### src/rtl/i2c_expander_seq_if.sv
// -----------------------------------------------------------------------------
// i2c_expander_seq_if
//
// Purpose:
//   Request/complete handshake between the expander command sequencer and the
//   I2C expander MM bridge that fronts the I2C master core register file.
//
// Signals:
//   wr_rq        sequencer -> bridge  write request (level, held until done)
//   rd_rq        sequencer -> bridge  read request (level, held until done)
//   wr_adr[3:0]  sequencer -> bridge  core register address for writes
//   rd_adr[3:0]  sequencer -> bridge  core register address for reads
//   wr_data[31:0] sequencer -> bridge core write data
//   rd_data[31:0] bridge -> sequencer core read data, valid with action_done
//   action_done  bridge -> sequencer  one-cycle access-complete pulse
//
// Modports:
//   master  the sequencer side
//   slave   the bridge side
// -----------------------------------------------------------------------------
interface i2c_expander_seq_if;
    logic        wr_rq;
    logic        rd_rq;
    logic [3:0]  wr_adr;
    logic [3:0]  rd_adr;
    logic [31:0] wr_data;
    logic [31:0] rd_data;
    logic        action_done;

    modport master (
        output wr_rq, rd_rq, wr_adr, rd_adr, wr_data,
        input  rd_data, action_done
    );

    modport slave (
        input  wr_rq, rd_rq, wr_adr, rd_adr, wr_data,
        output rd_data, action_done
    );
endinterface

### src/rtl/i2c_expander_seq.sv
// -----------------------------------------------------------------------------
// i2c_expander_seq
//
// Purpose:
//   Command sequencer in front of the I2C expander MM bridge. It turns a single
//   expander register read or write into the ordered list of I2C master core
//   accesses: one-time core init, TFR_CMD pushes, STATUS polling, RX level
//   polling and the RX_DATA fetch. Read data and an error flag are handed back
//   to the GPIO control logic with a one-cycle completion pulse.
//
// Optional feature (compile-time macro I2C_EXP_NACK_CHECK_EN):
//   When defined, the ISR is read after the transfer goes idle; a latched NACK
//   is cleared (write-1-clear) and reported through rsp_err_o. When undefined
//   the ISR is never touched and rsp_err_o only reports poll timeouts.
//
// Ports:
//   clk           clock
//   reset         asynchronous, active-high reset
//   cmd_valid_i   command request
//   cmd_ready_o   idle and initialised; accept on cmd_valid_i && cmd_ready_o
//   cmd_write_i   1 = expander register write, 0 = read
//   cmd_reg_i     expander register index
//   cmd_wdata_i   write byte
//   rsp_valid_o   one-cycle completion pulse
//   rsp_rdata_o   read byte (held until the next read completes)
//   rsp_err_o     error qualifier, valid with rsp_valid_o
//   bus           bridge request/complete handshake (master modport)
// -----------------------------------------------------------------------------
module i2c_expander_seq #(
    parameter logic [6:0]  DEV_ADDR     = 7'h20,
    parameter logic [31:0] SCL_LOW_CNT  = 32'd250,
    parameter logic [31:0] SCL_HIGH_CNT = 32'd250,
    parameter logic [31:0] SDA_HOLD_CNT = 32'd30,
    parameter logic [15:0] POLL_MAX     = 16'd1000
) (
    input  logic                      clk,
    input  logic                      reset,

    input  logic                      cmd_valid_i,
    output logic                      cmd_ready_o,
    input  logic                      cmd_write_i,
    input  logic [7:0]                cmd_reg_i,
    input  logic [7:0]                cmd_wdata_i,

    output logic                      rsp_valid_o,
    output logic [7:0]                rsp_rdata_o,
    output logic                      rsp_err_o,

    i2c_expander_seq_if.master        bus
);

    // Core register map
    localparam logic [3:0] REG_TFR_CMD  = 4'd0;
    localparam logic [3:0] REG_RX_DATA  = 4'd1;
    localparam logic [3:0] REG_CTRL     = 4'd2;
    localparam logic [3:0] REG_ISR      = 4'd4;
    localparam logic [3:0] REG_STATUS   = 4'd5;
    localparam logic [3:0] REG_RX_LVL   = 4'd7;
    localparam logic [3:0] REG_SCL_LOW  = 4'd8;
    localparam logic [3:0] REG_SCL_HIGH = 4'd9;
    localparam logic [3:0] REG_SDA_HOLD = 4'd10;

    // TFR_CMD words: [9]=STA, [8]=STO, [7:0]=byte
    localparam logic [31:0] TFR_ADDR_WR = {22'd0, 2'b10, DEV_ADDR, 1'b0};
    localparam logic [31:0] TFR_ADDR_RD = {22'd0, 2'b10, DEV_ADDR, 1'b1};
    localparam logic [31:0] TFR_RD_STOP = {22'd0, 2'b01, 8'h00};

    localparam logic [31:0] ISR_NACK_CLR = 32'h0000_0004;

    typedef enum logic [3:0] {
        ST_INIT,
        ST_IDLE,
        ST_PUSH,
        ST_POLL_STAT,
        ST_ISR_RD,
        ST_ISR_CLR,
        ST_POLL_RX,
        ST_RX_RD,
        ST_RESP
    } state_e;

    state_e      state_q,     state_d;
    logic [1:0]  step_q,      step_d;       // access index inside INIT / PUSH
    logic        wr_rq_q,     wr_rq_d;
    logic        rd_rq_q,     rd_rq_d;
    logic [3:0]  wr_adr_q,    wr_adr_d;
    logic [3:0]  rd_adr_q,    rd_adr_d;
    logic [31:0] wr_data_q,   wr_data_d;
    logic [15:0] poll_cnt_q,  poll_cnt_d;
    logic [7:0]  rsp_rdata_q, rsp_rdata_d;
    logic        rsp_err_q,   rsp_err_d;
    logic        cmd_write_q, cmd_write_d;
    logic [7:0]  cmd_reg_q,   cmd_reg_d;
    logic [7:0]  cmd_wdata_q, cmd_wdata_d;

    // Access the current state wants to issue next
    logic        iss_wr;
    logic        iss_rd;
    logic [3:0]  iss_adr;
    logic [31:0] iss_data;

    logic        access_busy;
    logic        access_done;
    logic [15:0] poll_cnt_inc;
    logic        poll_expired;
    logic [1:0]  push_last;

    assign access_busy  = wr_rq_q | rd_rq_q;
    assign access_done  = access_busy & bus.action_done;
    assign poll_cnt_inc = poll_cnt_q + 16'd1;
    assign poll_expired = (poll_cnt_inc >= POLL_MAX);
    assign push_last    = cmd_write_q ? 2'd2 : 2'd3;

    // -------------------------------------------------------------------------
    // Access descriptor: what the current state/step puts on the bus
    // -------------------------------------------------------------------------
    always_comb begin
        // NOTE: every output of a combinational block gets a default first so
        // that no path leaves it unassigned, which would infer a latch.
        iss_wr   = 1'b0;
        iss_rd   = 1'b0;
        iss_adr  = 4'd0;
        iss_data = 32'd0;

        unique case (state_q)
            ST_INIT: begin
                iss_wr = 1'b1;
                unique case (step_q)
                    2'd0:    begin iss_adr = REG_SCL_LOW;  iss_data = SCL_LOW_CNT;  end
                    2'd1:    begin iss_adr = REG_SCL_HIGH; iss_data = SCL_HIGH_CNT; end
                    2'd2:    begin iss_adr = REG_SDA_HOLD; iss_data = SDA_HOLD_CNT; end
                    default: begin iss_adr = REG_CTRL;     iss_data = 32'h1;        end
                endcase
            end
            ST_PUSH: begin
                iss_wr  = 1'b1;
                iss_adr = REG_TFR_CMD;
                unique case (step_q)
                    2'd0:    iss_data = TFR_ADDR_WR;
                    2'd1:    iss_data = {24'd0, cmd_reg_q};
                    // Third word: STO + data for writes, repeated START + read
                    // address for reads.
                    2'd2:    iss_data = cmd_write_q ? {22'd0, 2'b01, cmd_wdata_q}
                                                    : TFR_ADDR_RD;
                    default: iss_data = TFR_RD_STOP;
                endcase
            end
            ST_POLL_STAT: begin iss_rd = 1'b1; iss_adr = REG_STATUS;  end
            ST_ISR_RD:    begin iss_rd = 1'b1; iss_adr = REG_ISR;     end
            ST_ISR_CLR:   begin iss_wr = 1'b1; iss_adr = REG_ISR; iss_data = ISR_NACK_CLR; end
            ST_POLL_RX:   begin iss_rd = 1'b1; iss_adr = REG_RX_LVL;  end
            ST_RX_RD:     begin iss_rd = 1'b1; iss_adr = REG_RX_DATA; end
            default: ;
        endcase
    end

    // -------------------------------------------------------------------------
    // Next-state logic
    // -------------------------------------------------------------------------
    always_comb begin
        state_d     = state_q;
        step_d      = step_q;
        wr_rq_d     = wr_rq_q;
        rd_rq_d     = rd_rq_q;
        wr_adr_d    = wr_adr_q;
        rd_adr_d    = rd_adr_q;
        wr_data_d   = wr_data_q;
        poll_cnt_d  = poll_cnt_q;
        rsp_rdata_d = rsp_rdata_q;
        rsp_err_d   = rsp_err_q;
        cmd_write_d = cmd_write_q;
        cmd_reg_d   = cmd_reg_q;
        cmd_wdata_d = cmd_wdata_q;

        if (!access_busy) begin
            // A cycle with both requests low separates every pair of accesses:
            // the request that completed dropped last edge, the next rises now.
            if (iss_wr) begin
                wr_rq_d   = 1'b1;
                wr_adr_d  = iss_adr;
                wr_data_d = iss_data;
            end else if (iss_rd) begin
                rd_rq_d  = 1'b1;
                rd_adr_d = iss_adr;
            end
        end

        if (access_done) begin
            wr_rq_d = 1'b0;
            rd_rq_d = 1'b0;
        end

        unique case (state_q)
            ST_INIT: begin
                if (access_done) begin
                    if (step_q == 2'd3) begin
                        state_d = ST_IDLE;
                        step_d  = 2'd0;
                    end else begin
                        step_d = step_q + 2'd1;
                    end
                end
            end

            ST_IDLE: begin
                if (cmd_valid_i) begin
                    cmd_write_d = cmd_write_i;
                    cmd_reg_d   = cmd_reg_i;
                    cmd_wdata_d = cmd_wdata_i;
                    rsp_err_d   = 1'b0;
                    step_d      = 2'd0;
                    state_d     = ST_PUSH;
                end
            end

            ST_PUSH: begin
                if (access_done) begin
                    if (step_q == push_last) begin
                        step_d     = 2'd0;
                        poll_cnt_d = 16'd0;
                        state_d    = ST_POLL_STAT;
                    end else begin
                        step_d = step_q + 2'd1;
                    end
                end
            end

            ST_POLL_STAT: begin
                if (access_done) begin
                    poll_cnt_d = poll_cnt_inc;
                    if (!bus.rd_data[0]) begin
`ifdef I2C_EXP_NACK_CHECK_EN
                        state_d = ST_ISR_RD;
`else
                        poll_cnt_d = 16'd0;
                        state_d    = cmd_write_q ? ST_RESP : ST_POLL_RX;
`endif
                    end else if (poll_expired) begin
                        rsp_err_d = 1'b1;
                        state_d   = ST_RESP;
                    end
                end
            end

            ST_ISR_RD: begin
                if (access_done) begin
                    if (bus.rd_data[2]) begin
                        state_d = ST_ISR_CLR;
                    end else begin
                        poll_cnt_d = 16'd0;
                        state_d    = cmd_write_q ? ST_RESP : ST_POLL_RX;
                    end
                end
            end

            ST_ISR_CLR: begin
                if (access_done) begin
                    rsp_err_d = 1'b1;
                    state_d   = ST_RESP;
                end
            end

            ST_POLL_RX: begin
                if (access_done) begin
                    poll_cnt_d = poll_cnt_inc;
                    // RX level is unsigned, so "at least one" is "non-zero"
                    if (bus.rd_data != 32'd0) begin
                        state_d = ST_RX_RD;
                    end else if (poll_expired) begin
                        rsp_err_d = 1'b1;
                        state_d   = ST_RESP;
                    end
                end
            end

            ST_RX_RD: begin
                if (access_done) begin
                    rsp_rdata_d = bus.rd_data[7:0];
                    state_d     = ST_RESP;
                end
            end

            ST_RESP: state_d = ST_IDLE;

            default: state_d = ST_INIT;
        endcase
    end

    // -------------------------------------------------------------------------
    // State registers
    // -------------------------------------------------------------------------
    // The asynchronous reset drops both requests immediately and discards any
    // command in flight, so no partial response can follow a reset.
    always_ff @(posedge clk or posedge reset) begin
        if (reset) begin
            state_q     <= ST_INIT;
            step_q      <= 2'd0;
            wr_rq_q     <= 1'b0;
            rd_rq_q     <= 1'b0;
            wr_adr_q    <= 4'd0;
            rd_adr_q    <= 4'd0;
            wr_data_q   <= 32'd0;
            poll_cnt_q  <= 16'd0;
            rsp_rdata_q <= 8'd0;
            rsp_err_q   <= 1'b0;
            cmd_write_q <= 1'b0;
            cmd_reg_q   <= 8'd0;
            cmd_wdata_q <= 8'd0;
        end else begin
            // NOTE: non-blocking assignments here so every register updates
            // from the values of the previous cycle, independent of order.
            state_q     <= state_d;
            step_q      <= step_d;
            wr_rq_q     <= wr_rq_d;
            rd_rq_q     <= rd_rq_d;
            wr_adr_q    <= wr_adr_d;
            rd_adr_q    <= rd_adr_d;
            wr_data_q   <= wr_data_d;
            poll_cnt_q  <= poll_cnt_d;
            rsp_rdata_q <= rsp_rdata_d;
            rsp_err_q   <= rsp_err_d;
            cmd_write_q <= cmd_write_d;
            cmd_reg_q   <= cmd_reg_d;
            cmd_wdata_q <= cmd_wdata_d;
        end
    end

    // -------------------------------------------------------------------------
    // Outputs
    // -------------------------------------------------------------------------
    assign cmd_ready_o = (state_q == ST_IDLE);
    assign rsp_valid_o = (state_q == ST_RESP);
    assign rsp_rdata_o = rsp_rdata_q;
    assign rsp_err_o   = rsp_err_q;

    assign bus.wr_rq   = wr_rq_q;
    assign bus.rd_rq   = rd_rq_q;
    assign bus.wr_adr  = wr_adr_q;
    assign bus.rd_adr  = rd_adr_q;
    assign bus.wr_data = wr_data_q;

endmodule

### src/flat_wrapper.sv
// flat-port wrapper written by rule: the top's interface ports become plain ports
module i2c_expander_seq_flat 
#(
    parameter logic [6:0]  DEV_ADDR     = 7'h20,
    parameter logic [31:0] SCL_LOW_CNT  = 32'd250,
    parameter logic [31:0] SCL_HIGH_CNT = 32'd250,
    parameter logic [31:0] SDA_HOLD_CNT = 32'd30,
    parameter logic [15:0] POLL_MAX     = 16'd1000
)
  (clk, reset, cmd_valid_i, cmd_ready_o, cmd_write_i, cmd_reg_i, cmd_wdata_i, rsp_valid_o, rsp_rdata_o, rsp_err_o, bus_wr_rq, bus_rd_rq, bus_wr_adr, bus_rd_adr, bus_wr_data, bus_rd_data, bus_action_done);
  i2c_expander_seq_if bus_i ();
  input  logic clk;
  input  logic reset;
  input  logic cmd_valid_i;
  output logic cmd_ready_o;
  input  logic cmd_write_i;
  input  logic [7:0] cmd_reg_i;
  input  logic [7:0] cmd_wdata_i;
  output logic rsp_valid_o;
  output logic [7:0] rsp_rdata_o;
  output logic rsp_err_o;
  output wire logic [$bits(bus_i.wr_rq)-1:0] bus_wr_rq;
  output wire logic [$bits(bus_i.rd_rq)-1:0] bus_rd_rq;
  output wire logic [$bits(bus_i.wr_adr)-1:0] bus_wr_adr;
  output wire logic [$bits(bus_i.rd_adr)-1:0] bus_rd_adr;
  output wire logic [$bits(bus_i.wr_data)-1:0] bus_wr_data;
  input wire logic [$bits(bus_i.rd_data)-1:0] bus_rd_data;
  input wire logic [$bits(bus_i.action_done)-1:0] bus_action_done;
  assign bus_wr_rq = bus_i.wr_rq;
  assign bus_rd_rq = bus_i.rd_rq;
  assign bus_wr_adr = bus_i.wr_adr;
  assign bus_rd_adr = bus_i.rd_adr;
  assign bus_wr_data = bus_i.wr_data;
  assign bus_i.rd_data = bus_rd_data;
  assign bus_i.action_done = bus_action_done;
  i2c_expander_seq #(.DEV_ADDR(DEV_ADDR), .SCL_LOW_CNT(SCL_LOW_CNT), .SCL_HIGH_CNT(SCL_HIGH_CNT), .SDA_HOLD_CNT(SDA_HOLD_CNT), .POLL_MAX(POLL_MAX)) u_core (.clk(clk), .reset(reset), .cmd_valid_i(cmd_valid_i), .cmd_ready_o(cmd_ready_o), .cmd_write_i(cmd_write_i), .cmd_reg_i(cmd_reg_i), .cmd_wdata_i(cmd_wdata_i), .rsp_valid_o(rsp_valid_o), .rsp_rdata_o(rsp_rdata_o), .rsp_err_o(rsp_err_o), .bus(bus_i));
endmodule
### config.mk
export PLATFORM = sky130hd
export DESIGN_NAME = i2c_expander_seq_flat
export DESIGN_NICKNAME = d
export VERILOG_FILES = /design/src/rtl/i2c_expander_seq_if.sv /design/src/rtl/i2c_expander_seq.sv /design/src/flat_wrapper.sv
export SDC_FILE = /design/constraint.sdc
export NUM_CORES = 1
export LEC_CHECK = 0
export BUFFER_PORTS_ARGS = -buffer_cell sky130_fd_sc_hd__buf_2
export CAP_MARGIN = 20
export CORE_ASPECT_RATIO = 0.75
export CORE_UTILIZATION = 48
export DETAILED_ROUTE_END_ITERATION = 16
export PLACE_DENSITY_LB_ADDON = 0.2
export SETUP_SLACK_MARGIN = 0.5
export SLEW_MARGIN = 20
export SYNTH_ARGS = -nofsm -noshare
export SYNTH_HDL_FRONTEND = slang
export SYNTH_SLANG_ARGS = --single-unit
### constraint.sdc
create_clock -name clk -period 2.4 [get_ports clk]
set_input_delay 0 -clock clk [delete_from_list [all_inputs] [get_ports clk]]
set_output_delay 0 -clock clk [all_outputs]
set_load 0.005 [all_outputs]
* After elaboration in Yosys (flattened, before gate mapping)
Index checks and enable logic that the tools add are counted.
** Word-level totals
- Memories :: 0
- Register bits :: 90
- Latch bits :: 0
- Output and inout port bits :: 53
- Memory bits (writable) :: 0
- Bits in read-only memories :: 0
- Word-level logic and storage cells :: 123
** Cells by class
- Order comparisons :: 1
- Multiply operators :: 0
- Shifts and indexed selects :: 0
- Bitwise operators :: 4
- Muxes and demuxes :: 53
- Add/subtract/negate cells :: 2
- Reductions and logical operators :: 23
- Equal/unequal tests :: 27
- Div/mod/pow operators :: 0
** Operators with widths (number)
- case mux 32 bit (3 select lines) :: 2
- two-way mux 16 bit :: 7
- case mux 16 bit (4 select lines) :: 1
- two-way mux 4 bit :: 14
- case mux 4 bit (8 select lines) :: 1
- nonzero test 32 bit :: 1
- case mux 4 bit (5 select lines) :: 1
- != test 2 x 1 -> 1 bit (second input constant) :: 9
- two-way mux 1 bit :: 17
- adder 16 x 1 -> 16 bit (second input constant) :: 1
- equality test 4 x 3 -> 1 bit (second input constant) :: 4
- greater-or-equal comparator 16 x 10 -> 1 bit (second input constant) :: 1
- case mux 8 bit (2 select lines) :: 1
- AND reduction 7 bit :: 2
- != test 2 bit (second input constant) :: 6
- case mux 4 bit (3 select lines) :: 1
- two-way mux 10 bit :: 1
- two-way mux 2 bit :: 5
- AND reduction 9 bit :: 1
- equality test 4 x 2 -> 1 bit (second input constant) :: 2
- AND reduction 2 bit :: 4
- nonzero test 4 bit :: 2
- case mux 2 bit (3 select lines) :: 1
- AND reduction 3 bit :: 2
- other kinds (18) :: 23

* Logic depth before layout (Yosys ltp)
- Depth in word-level cells :: 7
- Depth in mapped cells :: 8
- Depth with buffers taken out :: 7

* Worst setup path before layout
Ideal clock, no wire load.
- Path kind :: register -> register
- From :: reg u_core.poll_cnt_q[0]
- To :: reg u_core.rsp_err_q, in the netlist u_core.rsp_err_o
- Buffers on the path :: 1
- Cell stages (with the launch flop) :: 9
- Arrival time :: 2121 ps
- Setup time :: 126 ps
- Slack :: 153 ps
- Path through :: dfrtp_1 -> ha_1 -> clkbuf_1 -> and3_2 -> a2111oi_0 -> mux2i_1 -> a21boi_2 -> nand2_1 -> o311a_1
** Between the ends
- Word-level cells in the longest chain between the ends :: 6
** RTL lines
- start, declared :: RTL line i2c_expander_seq.sv:89 : logic [15:0] poll_cnt_q, poll_cnt_d;
- start signal, assigned :: RTL line i2c_expander_seq.sv:319 : poll_cnt_q <= poll_cnt_d;
- adder 16 x 1 -> 16 bit * :: RTL line i2c_expander_seq.sv:110 : assign poll_cnt_inc = poll_cnt_q + 16'd1;
- greater-or-equal comparator 16 x 10 -> 1 bit * :: RTL line i2c_expander_seq.sv:111 : assign poll_expired = (poll_cnt_inc >= POLL_MAX);
- two-way mux 1 bit *
- two-way mux 1 bit, on equally long branches (2 in a row)
- case mux 1 bit (4 select lines) *
- end signal, assigned :: RTL line i2c_expander_seq.sv:321 : rsp_err_q <= rsp_err_d;
- end, declared :: RTL line i2c_expander_seq.sv:91 : logic rsp_err_q, rsp_err_d;
Every way passes the cells marked *; elsewhere a longest branch is shown, timed or not. The select of a mux whose other input is x is not followed.
A chain may end at the register's enable or synchronous reset.

* Worst setup path in the final report
- From :: reg u_core.state_q[2]
- To :: reg u_core.wr_data_q[5], in the netlist u_core.bus.wr_data[5]
** Between the ends
- Word-level cells in the longest chain between the ends :: 4
** RTL lines
- start, declared :: RTL line i2c_expander_seq.sv:82 : state_e state_q, state_d;
- start signal, assigned :: RTL line i2c_expander_seq.sv:312 : state_q <= state_d;
- equality test 4 x 2 -> 1 bit, or another cell as far along :: RTL line i2c_expander_seq.sv:125 : unique case (state_q)
- OR reduction 3 bit (no source line)
- two-way mux 1 bit :: RTL line i2c_expander_seq.sv:125
- AND reduction 2 bit (no source line)
- end signal, assigned :: RTL line i2c_expander_seq.sv:318 : wr_data_q <= wr_data_d;
- end, declared :: RTL line i2c_expander_seq.sv:88 : logic [31:0] wr_data_q, wr_data_d;
Parallel ways exist; a longest one is shown, timed or not.

==> flow_summary.json <==
{
  "hold_viol": 0,
  "postSynthAreaPerCell_sq_um": 9.230,
  "clock_skew_ns": 0.008272,
  "status": "completed",
  "reg2reg_from": "u_core.state_q[2]$_DFFE_PP0P_",
  "n_antenna_cell": 0,
  "worst-path-max-fanout": 6,
  "path_cells": "buf_12, nor2_4, a21oi_2, or4_4, clkbuf_16, o21ai_0",
  "critPathKind": "register to register",
  "insertion_delay_ns": 0.35,
  "worstSetupStartpoint": "u_core.state_q[2]$_DFFE_PP0P_",
  "h-tree-depth": 3,
  "dp.cells": 620,
  "synth_edf_count": 0,
  "maxCapViolations": 0,
  "reg2reg_depth": 6,
  "ff2ff_setup_slack_ns": 0.42,
  "root_buffer": "clkbuf_8",
  "yosys-top-cells-area": "dfrtp_1 (42%), mux2_2 (8.1%), o21ai_0 (5.7%), nand2_1 (4.5%), buf_4 (4.1%)",
  "rows": 28,
  "drc": 0,
  "final_net_count": 643,
  "start_kind": "register",
  "drtPass1Iterations": 5,
  "timing.fmax_ghz": 0.5047,
  "tightest_slew_ns": 0.5632,
  "synth_cell_types": 59,
  "grt_max_degree": 30,
  "ant_nets": 0,
  "cpMaxStageDelayCell": "or4_4",
  "fin_tns_setup_ns": 0,
  "viasPerCell": 5.733,
  "yosys_warnings": 0,
  "grt.total_usage": 0.2579,
  "die_y_microns": 81.48,
  "synth_area_sq_mm": 0.004043,
  "drive_gt1_frac": 0.4261,
  "place_hpwl_microns": 7259,
  "die_area_sq_mm": 0.008797,
  "cts.sinks": 68,
  "yosys_most_used_dff": "dfrtp_1",
  "power_density_mw_per_mm2": 1070,
  "io_buffers": 83,
  "antenna_found_initial": 0,
  "finish.utilization": 0.7080,
  "rr_endpoint": "u_core.bus.wr_data[5]$_DFFE_PP0P_",
  "rsz0062_at_grt": "yes",
  "yosysTopAreaCell": "dfrtp_1",
  "numCtsBuffers": 9,
  "area_delta_synth_final_pct": 40.51,
  "period_needed_ns": 1.982,
  "initialDrtViolationCount": 238,
  "async_flop_share": 1.000,
  "start_util": 0.5039,
  "synth_top_area_frac": 0.4209,
  "grt_pass1_wl_microns": 17350,
  "endpoint_kind": "register",
  "synthCells": 438,
  "setup_viol": 0,
  "cts_tree": "built",
  "cpPeakStageDelay_ns": 0.63,
  "synth_most_common_cell": "dfrtp_1",
  "finalNonFillerCells": 694,
  "wire_per_inst_microns": 16.68,
  "clk_path_buf_depth": 2,
  "gr-total-overflow": 0,
  "io_pins": 106,
  "slew_headroom": 0.6206,
  "ys_top_cells_by_count": "dfrtp_1 (68), nand2_1 (49), o21ai_0 (46)",
  "die_width_microns": 108.0,
  "slew_violations": 0,
  "wl_microns": 11570,
  "synth-seq-cells": 68,
  "p_leak_nw": 2.633,
  "required_ns": 2.66,
  "post-route-period-util": 0.8256,
  "worstHoldPathType": "input port to asynchronous set/reset pin",
  "grt_pass1_vias": 3513,
  "gp_congestion": 0.8568,
  "core_area_sq_mm": 0.008023,
  "clkTransAtPathRegs_ns": 0.08,
  "yosysSeqAreaShare": 0.4209,
  "critPathArrivalTime_ns": 2.24,
  "p_total_mw": 6.079,
  "via_count": 3979,
  "fill_cells": 567,
  "ir_drop_v": 0.0004909
}
[worst max-delay path, delay by kind of cell, from the launching register on]
family	cells	cell delay [ns]
simple gates	2	0.77
flops	1	0.53
buf+inv	2	0.35
compound gates	2	0.24
[where the power goes]
part           internal (mW)  total (mW)  switching (mW)  leakage [nW]
combinational           1.54        3.14            1.60          1.66
sequential              1.55        1.90           0.351         0.863
clock                  0.581        1.04           0.460         0.109
total                   3.67        6.08            2.41          2.63
[worst max path at each step]
stage | end | slack [ns] | cells after the start
finish | u_core.bus.wr_data[5]$_DFFE_PP0P_ | 0.42 | 6
global route | u_core.bus.wr_data[5]$_DFFE_PP0P_ | 0.31 | 6
CTS | u_core.rsp_err_o$_DFFE_PP0P_ | 0.43 | 7
detailed placement | u_core.bus.wr_data[6]$_DFFE_PP0P_ | 0.11 | 7
global placement | u_core.poll_cnt_q[10]$_DFFE_PP0P_ | 0.25 | 6
floorplan | u_core.rsp_err_o$_DFFE_PP0P_ | 0.41 | 8
[layout by cell type (no fill, tap or decap), types with 7 or more instances in the layout]
cell / count
nor2_1: 22
a22o_1: 7
buf_2: 84
dfrtp_1: 54
conb_1: 22
nand2_2: 8
nor3_1: 7
nand2_1: 40
o21ai_0: 23
clkbuf_8: 9
a21oi_1: 23
nand3_1: 14
nor4_1: 9
dfrtp_2: 13
nor2b_1: 9
buf_4: 36
o21ai_2: 7
o21ai_1: 17
mux2_2: 29
inv_1: 10
dlygate4sd3_1: 27
[layer usage]
layer / vias up / track usage / part of all wire
met5: - / 0 / 0
met3: 16 / 0.05238 / 0.066
met1: 1928 / 0.3686 / 0.45
met4: 0 / 0.08493 / 0.015
li1: 1851 / - / -
met2: 184 / 0.3917 / 0.47
[sequential cells by signal, summed over array words and instances, names as in the netlist]
signal / flops
u_core.poll_cnt_q: 16
u_core.bus.wr_data: 10
u_core.cmd_reg_q: 8
u_core.cmd_wdata_q: 8
u_core.rsp_rdata_o: 8
u_core.bus.rd_adr: 4
u_core.bus.wr_adr: 4
u_core.state_q: 4
u_core.step_q: 2
u_core.bus.rd_rq: 1
u_core.bus.wr_rq: 1
u_core.cmd_write_q: 1
u_core.rsp_err_o: 1
[final cells by class]
cell class / count / area (sq um) / area share
clock buffers: 9 / 123.9 / 0.02181
clock inverters: 7 / 91.34 / 0.01608
inverters: 12 / 48.80 / 0.008590
multi-input cells: 335 / 2416 / 0.4253
flip-flops and latches: 68 / 1722 / 0.3031
well taps: 105 / 131.4 / 0.02313
repair buffers: 158 / 1147 / 0.2020
[kinds of logic after synthesis]
group | share of synthesized area
and+or+nand+nor | 0.1999
DFF | 0.4209
xor gates and xnor gates | 0.004334
buffers and inverters | 0.07923
adders and majority gates | 0.01857
other | 0.0009276
AOI/OAI and AO/OA | 0.1876
muxes | 0.08852
[timing repair]
| action | 4_1_cts | 5_1_grt |
|---|---|---|
| resized for setup | 19 | 86 |
| hold endpoints to repair | 49 | 0 |
| setup endpoints to repair | 38 | 34 |
| buffers inserted | 20 | 7 |
| pin swaps | 12 | 24 |
| hold buffers | 27 | 0 |
| cloned | 0 | 4 |
[per-stage QoR]
stage / hold WS, ns / instance area (sq um) / setup WS (ns)
2_1_floorplan: 0.1506 / 4178 / 0.4142
5_1_grt: 0.1485 / 5680 / 0.3108
3_3_place_gp: -0.05001 / 4567 / 0.2507
6_report: 0.1294 / 5680 / 0.4184
4_1_cts: 0.1202 / 5266 / 0.4307
3_5_place_dp: -0.03657 / 4567 / 0.1059
Note: power is estimated with default switching activity, not from simulation.
